**src/rtl/hmmm_alu_pkg.sv**
```systemverilog
// Shared definitions for the Hmmm arithmetic sequencer: op codes, state
// encoding and default widths.
package hmmm_alu_pkg;

    localparam int DW_DEF     = 16;
    localparam int REG_AW_DEF = 4;

    localparam logic [2:0] ALU_ADD    = 3'd0;
    localparam logic [2:0] ALU_SUB    = 3'd1;
    localparam logic [2:0] ALU_MUL    = 3'd2;
    localparam logic [2:0] ALU_DIV    = 3'd3;
    localparam logic [2:0] ALU_MOD    = 3'd4;
    localparam logic [2:0] ALU_OP_MAX = ALU_MOD;

    localparam logic [2:0] ST_IDLE   = 3'd0;
    localparam logic [2:0] ST_READ_A = 3'd1;
    localparam logic [2:0] ST_READ_B = 3'd2;
    localparam logic [2:0] ST_EXEC   = 3'd3;
    localparam logic [2:0] ST_WRITE  = 3'd4;

    function automatic logic is_div_op(input logic [2:0] op);
        return (op == ALU_DIV) || (op == ALU_MOD);
    endfunction

endpackage

```
**src/rtl/alu_sequencer.sv**
```systemverilog
// Multi-cycle sequencer driving an external 16-bit ALU for one Hmmm arithmetic
// instruction: operand fetch, execute, write-back, flag update.
//
// state   | meaning
// IDLE    | ready for a request; latch fields on req_valid
// READ_A  | read rs into tmp1
// READ_B  | read rt (or sign-extended imm) into tmp2
// EXEC    | enable ALU and capture result/flags, or report an error
// WRITE   | write result to rd (suppressed for r0), pulse done
module alu_sequencer
    import hmmm_alu_pkg::*;
#(
    parameter int REG_AW = REG_AW_DEF,
    parameter int DW     = DW_DEF
) (
    input  logic              clk,
    input  logic              reset,
    input  logic              req_valid,
    output logic              req_ready,
    input  logic [2:0]        req_op,
    input  logic [REG_AW-1:0] req_rd,
    input  logic [REG_AW-1:0] req_rs,
    input  logic [REG_AW-1:0] req_rt,
    input  logic              req_imm_en,
    input  logic [7:0]        req_imm,
    output logic [REG_AW-1:0] rf_raddr,
    input  logic [DW-1:0]     rf_rdata,
    output logic              rf_we,
    output logic [REG_AW-1:0] rf_waddr,
    output logic [DW-1:0]     rf_wdata,
    output logic [DW-1:0]     alu_tmp1,
    output logic [DW-1:0]     alu_tmp2,
    output logic [2:0]        alu_op,
    output logic              alu_enable,
    input  logic [DW-1:0]     alu_result,
    input  logic              alu_zero,
    input  logic              alu_carry,
    input  logic              alu_sign,
    output logic              flag_zero,
    output logic              flag_carry,
    output logic              flag_sign,
    output logic              done,
    output logic              err_div0,
    output logic              err_illegal
);

    logic [2:0]        state_q;
    logic [2:0]        op_q;
    logic [REG_AW-1:0] rd_q;
    logic [REG_AW-1:0] rs_q;
    logic [REG_AW-1:0] rt_q;
    logic              imm_en_q;
    logic [7:0]        imm_q;
    logic [DW-1:0]     tmp1_q;
    logic [DW-1:0]     tmp2_q;
    logic [DW-1:0]     result_q;
    logic [DW-1:0]     imm_ext;
    logic              in_exec;
    logic              illegal_op;
    logic              div_zero;
    logic              exec_err;

    assign imm_ext    = {{(DW-8){imm_q[7]}}, imm_q};
    assign in_exec    = (state_q == ST_EXEC);
    assign illegal_op = (op_q > ALU_OP_MAX);
    assign div_zero   = is_div_op(op_q) && (tmp2_q == '0);
    assign exec_err   = illegal_op || div_zero;

    always_ff @(posedge clk) begin
        if (reset) begin
            state_q    <= ST_IDLE;
            op_q       <= '0;
            rd_q       <= '0;
            rs_q       <= '0;
            rt_q       <= '0;
            imm_en_q   <= 1'b0;
            imm_q      <= '0;
            tmp1_q     <= '0;
            tmp2_q     <= '0;
            result_q   <= '0;
            flag_zero  <= 1'b0;
            flag_carry <= 1'b0;
            flag_sign  <= 1'b0;
        end else begin
            case (state_q)
                ST_IDLE: begin
                    if (req_valid) begin
                        op_q     <= req_op;
                        rd_q     <= req_rd;
                        rs_q     <= req_rs;
                        rt_q     <= req_rt;
                        imm_en_q <= req_imm_en;
                        imm_q    <= req_imm;
                        state_q  <= ST_READ_A;
                    end
                end
                ST_READ_A: begin
                    tmp1_q  <= rf_rdata;
                    state_q <= ST_READ_B;
                end
                ST_READ_B: begin
                    tmp2_q  <= imm_en_q ? imm_ext : rf_rdata;
                    state_q <= ST_EXEC;
                end
                ST_EXEC: begin
                    // Errors complete here and leave result and flags untouched.
                    if (exec_err) begin
                        state_q <= ST_IDLE;
                    end else begin
                        result_q   <= alu_result;
                        flag_zero  <= alu_zero;
                        flag_carry <= alu_carry;
                        flag_sign  <= alu_sign;
                        state_q    <= ST_WRITE;
                    end
                end
                ST_WRITE: state_q <= ST_IDLE;
                default:  state_q <= ST_IDLE;
            endcase
        end
    end

    always_comb begin
        rf_raddr = '0;
        if (state_q == ST_READ_A) begin
            rf_raddr = rs_q;
        end else if (state_q == ST_READ_B) begin
            rf_raddr = rt_q;
        end
    end

    // Gated with reset so every output reads 0 while reset is held.
    assign req_ready   = (state_q == ST_IDLE) && !reset;
    assign rf_we       = (state_q == ST_WRITE) && (rd_q != '0);
    assign rf_waddr    = rd_q;
    assign rf_wdata    = result_q;
    assign alu_tmp1    = tmp1_q;
    assign alu_tmp2    = tmp2_q;
    assign alu_op      = op_q;
    assign alu_enable  = in_exec && !exec_err;
    assign err_illegal = in_exec && illegal_op;
    assign err_div0    = in_exec && !illegal_op && div_zero;
    assign done        = (in_exec && exec_err) || (state_q == ST_WRITE);

endmodule

```
**config.mk**
```make
export PLATFORM = sky130hd
export DESIGN_NAME = alu_sequencer
export DESIGN_NICKNAME = d
export VERILOG_FILES = /design/src/rtl/hmmm_alu_pkg.sv /design/src/rtl/alu_sequencer.sv
export SDC_FILE = /design/constraint.sdc
export NUM_CORES = 1
export LEC_CHECK = 0
export CAP_MARGIN = 30
export CORE_MARGIN = 3
export CORE_UTILIZATION = 39
export DETAILED_ROUTE_END_ITERATION = 10
export PLACE_DENSITY = 0.73
export RECOVER_POWER = 25
export SLEW_MARGIN = 40
export SYNTH_ARGS = -nofsm -noshare
export SYNTH_HDL_FRONTEND = slang
export SYNTH_SLANG_ARGS = --single-unit
export TNS_END_PERCENT = 5
```
**constraint.sdc**
```tcl
create_clock -name clk -period 1.5 [get_ports clk]
set_input_delay 0.3 -clock clk [delete_from_list [all_inputs] [get_ports clk]]
set_output_delay 0.3 -clock clk [all_outputs]
set_load 0.1 [all_outputs]
```
# Yosys cells after proc, flatten, opt, wreduce, memory -nomap -nowiden
# Cells that the tools add are included.
[classes]
bitwise = 1
reduce_logical = 19
order_cmp = 1
eq_ne = 7
mux = 6
[op_table]
columns = ["cell", "count"]
rows = [
  ["logical NOT 16 bit", 1],
  ["2-to-1 mux 16 bit", 1],
  ["case mux 3 bit (4 select lines)", 1],
  ["equality test 3 x 2 -> 1 bit (second input constant)", 3],
  ["logical AND 1 bit", 8],
  ["2-to-1 mux 4 bit", 2],
  ["equality test 3 bit (second input constant)", 2],
  ["2-to-1 mux 3 bit", 2],
  ["AND reduction 2 bit", 2],
  ["nonzero test 4 bit", 1],
  ["equality test 3 x 1 -> 1 bit (second input constant)", 1],
  ["greater-than comparator 3 bit (second input constant)", 1],
  ["logical NOT 1 bit", 3],
  ["logical NOT 3 bit", 1],
  ["logical OR 1 bit", 3],
  ["inequality test 2 bit (second input constant)", 1],
  ["inverter 1 bit", 1],
]
[totals]
inputBits = 62
output_inout_bits = 68
reg_bits = 78

# Longest topological paths before layout
[logic_depth]
ltp_word = 6
depth_mapped = 6

# Worst setup path after synthesis
# No wires, ideal clock.
[synth_timing]
path_kind = "input to output"
startpoint = "input reset"
endpoint = "output req_ready"
path_stages = 3
t_arrival_ns = 3.468
setup_slack_ns = -2.268
path_cell_list = "clkbuf_1 clkbuf_1 nor4_1"
[synth_via]
elab_chain_len = 2
[synth_lines]
columns = ["element", "line", "text"]
rows = [
  ["from (decl)", "alu_sequencer.sv:17", "input logic reset,"],
  ["logical NOT 1 bit", "alu_sequencer.sv:133", "assign req_ready = (state_q == ST_IDLE) && !reset;"],
  ["logical AND 1 bit", "alu_sequencer.sv:133", ""],
  ["to (decl)", "alu_sequencer.sv:19", "output logic req_ready,"],
]
# No other way between the ends.

# Worst setup path after layout
[layout_timing]
startpoint = "register tmp2_q[12] (netlist: alu_tmp2[12])"
endpoint = "output done"
[layout_via]
elab_chain_len = 5
[layout_lines]
columns = ["element", "line", "text"]
rows = [
  ["from (decl)", "alu_sequencer.sv:55", "logic [DW-1:0] tmp2_q;"],
  ["from (signal assigned)", "alu_sequencer.sv:102", "tmp2_q <= imm_en_q ? imm_ext : rf_rdata;"],
  ["logical NOT 16 bit", "alu_sequencer.sv:66", "assign div_zero = is_div_op(op_q) && (tmp2_q == '0);"],
  ["logical AND 1 bit", "alu_sequencer.sv:66", ""],
  ["logical OR 1 bit", "alu_sequencer.sv:67", "assign exec_err = illegal_op || div_zero;"],
  ["logical AND 1 bit", "alu_sequencer.sv:143", "assign done = (in_exec && exec_err) || (state_q == ST_WRITE);"],
  ["logical OR 1 bit", "alu_sequencer.sv:143", ""],
  ["to (decl)", "alu_sequencer.sv:42", "output logic done,"],
]
# No other way between the ends.

==> results.py <==
metrics = {
    "sta": {
        "slew_headroom_pct": 77.5,
        "grt_setup_unrepaired": "yes",
        "hold_viol": 0,
        "fin_skew_ns": 0.0168,
        "finalCritPeriodShare_pct": 144,
        "slew_violations": 0,
        "setup_viol": 70,
        "max_freq_mhz": 462,
        "min_period_ns": 2.16,
        "setup_slack_ns": -0.665,
        "worstMarginPinSlew_ns": 0.337,
    },
    "routing": {
        "drtAntennaViolNets": 0,
        "routed_wl_mm": 9.70,
        "num_vias": 3103,
        "wl_per_cell_um": 15.2,
        "first_pass_iters": 4,
        "drt_iter0_markers": 96,
        "drc": 0,
        "vias_per_cell": 4.87,
    },
    "logic_synthesis": {
        "syn-cell-area_um2": 3240,
        "synth-seq-cells": 78,
        "synth_top_area_share_pct": 48.2,
        "synthesis.nets": 435,
        "synth_common_cells": "82 x nand2_1, 78 x dfxtp_1, 49 x a21oi_1, 39 x nand2b_1, 26 x mux2i_1",
        "async_flop_share_pct": 0,
        "yosysWarnings": 0,
        "yosysMostFrequentCell": "nand2_1",
        "synth_area_leaders": "dfxtp_1 48%, nand2_1 9.5%, mux2i_1 8.0%",
        "synth_top_cell_by_area": "dfxtp_1",
        "synth_seq_area_share_pct": 48.2,
        "avgSynthCellArea_um2": 8.69,
        "synth-edff-count": 0,
        "synth.distinct_cells": 31,
        "synth_cells": 373,
        "synthFlopType": "dfxtp_1",
    },
    "run": {
        "drv_cap": 0,
    },
    "cells_and_area": {
        "layout-drive-gt1-share_pct": 33.3,
        "nets": 592,
        "fillers": 567,
        "insertedDiodeCount": 0,
        "finalNonFillerCells": 637,
        "area_delta_synth_final_pct": 79.4,
        "finalInstanceArea_um2": 5820,
    },
    "die": {
        "die_h_um": 97.2,
        "die_w_um": 97.2,
        "rows": 32,
        "start_util_pct": 41.1,
        "ios": 130,
        "coreArea_um2": 7890,
        "dieArea_um2": 9440,
    },
    "placed_design": {
        "dp_hpwl_mm": 6.82,
        "dpl.cell_count": 617,
        "dpl_cell_area_um2": 5680,
        "dp_slack_ns": -0.339,
        "place.gp.congestion": 0.785,
        "io_buffers": 129,
    },
    "min_path": {
        "hold_path_class": "reg2reg",
    },
    "power": {
        "sw_frac_of_total_pct": 36.4,
        "p_seq_share_pct": 36.2,
        "cell_internal_pwr_w": 0.00411,
        "combinationalPowerShare_pct": 38.7,
        "power.density_nw_per_um2": 1110,
        "p_switching_w": 0.00236,
        "p_clk_share_pct": 25.1,
        "ir_drop_mv": 0.691,
        "leakage_nw": 2.20,
    },
    "critical_path": {
        "cp.arrival_ns": 1.86,
        "cp_top_family": "simple AND/OR/NAND/NOR gates",
        "critPathLaunchType": "register",
        "critical_path_class": "reg2out",
        "worst-path-buf-inv": 1,
        "end_kind": "primary output",
        "cp.required_ns": 1.20,
        "crit_chain": "or4_4 -> nor2_4 -> a31oi_4 -> o21ai_4 -> buf_12",
        "cp_slowest_cell": "or4_4",
        "max_stage_delay_ns": 0.52,
        "cp_max_fo": 3,
    },
    "clocking": {
        "numCtsBuffers": 9,
        "ctsHtreeMaxLevel": 3,
        "clk_latency_ns": 0.35,
        "clockRootBuffer": "clkbuf_8",
        "cts_tree": "built",
        "clkSlewWorstSetupHoldPaths_ns": 0.08,
        "cts_max_path_buffers": 2,
        "holdBufCountCts": 0,
        "clock-sinks": 78,
    },
    "global_route": {
        "grt_pass1_vias": 3143,
        "grt_max_degree": 61,
        "antenna_found_initial": 0,
        "grt_remaining_overflow": 0,
        "grtUsageTotal_pct": 20.4,
        "grt_pass1_wl_mm": 15.6,
    },
    "status": {
        "violations": "negative setup slack",
        "status": "complete, but fails checks",
    },
}
==> worst reg2reg max path, stage by stage, from the launching register on <==
cell     delay, ns
dfxtp_4       0.34
or4_4         0.54
nor2_4        0.18
buf_4         0.14
a31oi_4       0.11
buf_12        0.19
mux2i_1       0.13
==> worst paths after layout <==
path / start / to / slack (ns) / cells after the start
hold / removal: imm_q[2] / imm_q[2] / 0.46 / 2
setup reg to reg: alu_tmp2[7] / flag_zero / -0.25 / 6
setup / recovery: alu_tmp2[12] / done / -0.66 / 5
hold reg to reg: imm_q[2] / imm_q[2] / 0.46 / 2
==> power by group through the flow <==
stage	registers [W]	clock network [W]	logic, W
2_1_floorplan	0.00314	0	0.000684
3_3_place_gp	0.00238	0	0.00244
3_5_place_dp	0.00239	0	0.00246
4_1_cts	0.00235	0.00164	0.00253
5_1_grt	0.00236	0.00174	0.00262
6_report	0.00234	0.00162	0.00250
==> cells by family (layout without fill, tap and decap cells) <==
group | after synthesis | after routing | share of synthesized area, %
AND/OR/NAND/NOR | 162 | 162 | 25.0
flip-flops | 78 | 78 | 48.2
AO/OA/AOI/OAI | 74 | 74 | 14.0
buffers and inverters | 32 | 194 | 4.55
multiplexers | 26 | 26 | 8.03
XOR/XNOR | 1 | 1 | 0.270
==> cell usage in the layout, fill, tap and decap left out, types with 2 or more instances in the layout <==
| cell | n |
|---|---|
| nand2_1 | 81 |
| clkdlybuf4s50_1 | 60 |
| dfxtp_1 | 58 |
| buf_12 | 56 |
| a21oi_1 | 49 |
| nand2b_1 | 39 |
| buf_4 | 36 |
| mux2i_1 | 26 |
| nor2_1 | 17 |
| clkbuf_4 | 16 |
| dfxtp_4 | 13 |
| a211oi_1 | 12 |
| clkbuf_8 | 9 |
| dfxtp_2 | 7 |
| buf_6 | 6 |
| or4_4 | 4 |
| nor2_4 | 4 |
| a22o_2 | 4 |
| a211oi_2 | 4 |
| clkbuf_1 | 3 |
| or3b_1 | 2 |
| o21ai_4 | 2 |
| a31oi_4 | 2 |
| nor3b_4 | 2 |
| nor2_2 | 2 |
==> cell type report <==
| type | instances | area [um2] | area share [%] |
|---|---|---|---|
| multi-input cells | 263 | 1660 | 28.5 |
| flip-flops and latches | 78 | 1620 | 27.8 |
| well taps | 102 | 128 | 2.19 |
| clock inverters | 3 | 42.5 | 0.731 |
| inverters | 2 | 7.51 | 0.129 |
| repair buffers | 176 | 2200 | 37.8 |
| clock buffers | 13 | 160 | 2.75 |
==> timing repair <==
action | CTS | global route
endpoints found under the setup margin | 84 | 76
gates resized for setup | 21 | 7
setup buffers | 4 | 0
pin swaps | 13 | 3
==> flip-flops by register name, indices dropped and copies added, names as in the netlist <==
signal	flops
alu_tmp2	16
alu_tmp1	16
imm_en_q	1
rt_q	4
rf_waddr	4
flag_carry	1
imm_q	8
flag_sign	1
rs_q	4
alu_op	3
rf_wdata	16
flag_zero	1
state_q	3
==> per-layer routing <==
metal	wire length [um]	GRT usage (%)	part of all wire (%)	vias to the layer above
met5	0	0	0	-
met2	4620	33.1	48	106
met3	682	6.89	7.0	15
met1	4180	24.7	43	1422
met4	212	8.42	2.2	0
li1	-	-	-	1560
==> through the flow <==
stage,total power (W),utilization (%),hold WS (ns),TNS (ns)
floorplan,0.00382,-,0.426,-9.78
global placement,0.00482,72.0,0.442,-11.96
detailed placement,0.00485,72.0,0.449,-12.84
CTS,0.00652,75.9,0.460,-11.07
global route,0.00671,73.7,0.475,-16.80
finish,0.00647,73.7,0.460,-12.96
Note: power is estimated with default switching activity, not from simulation.
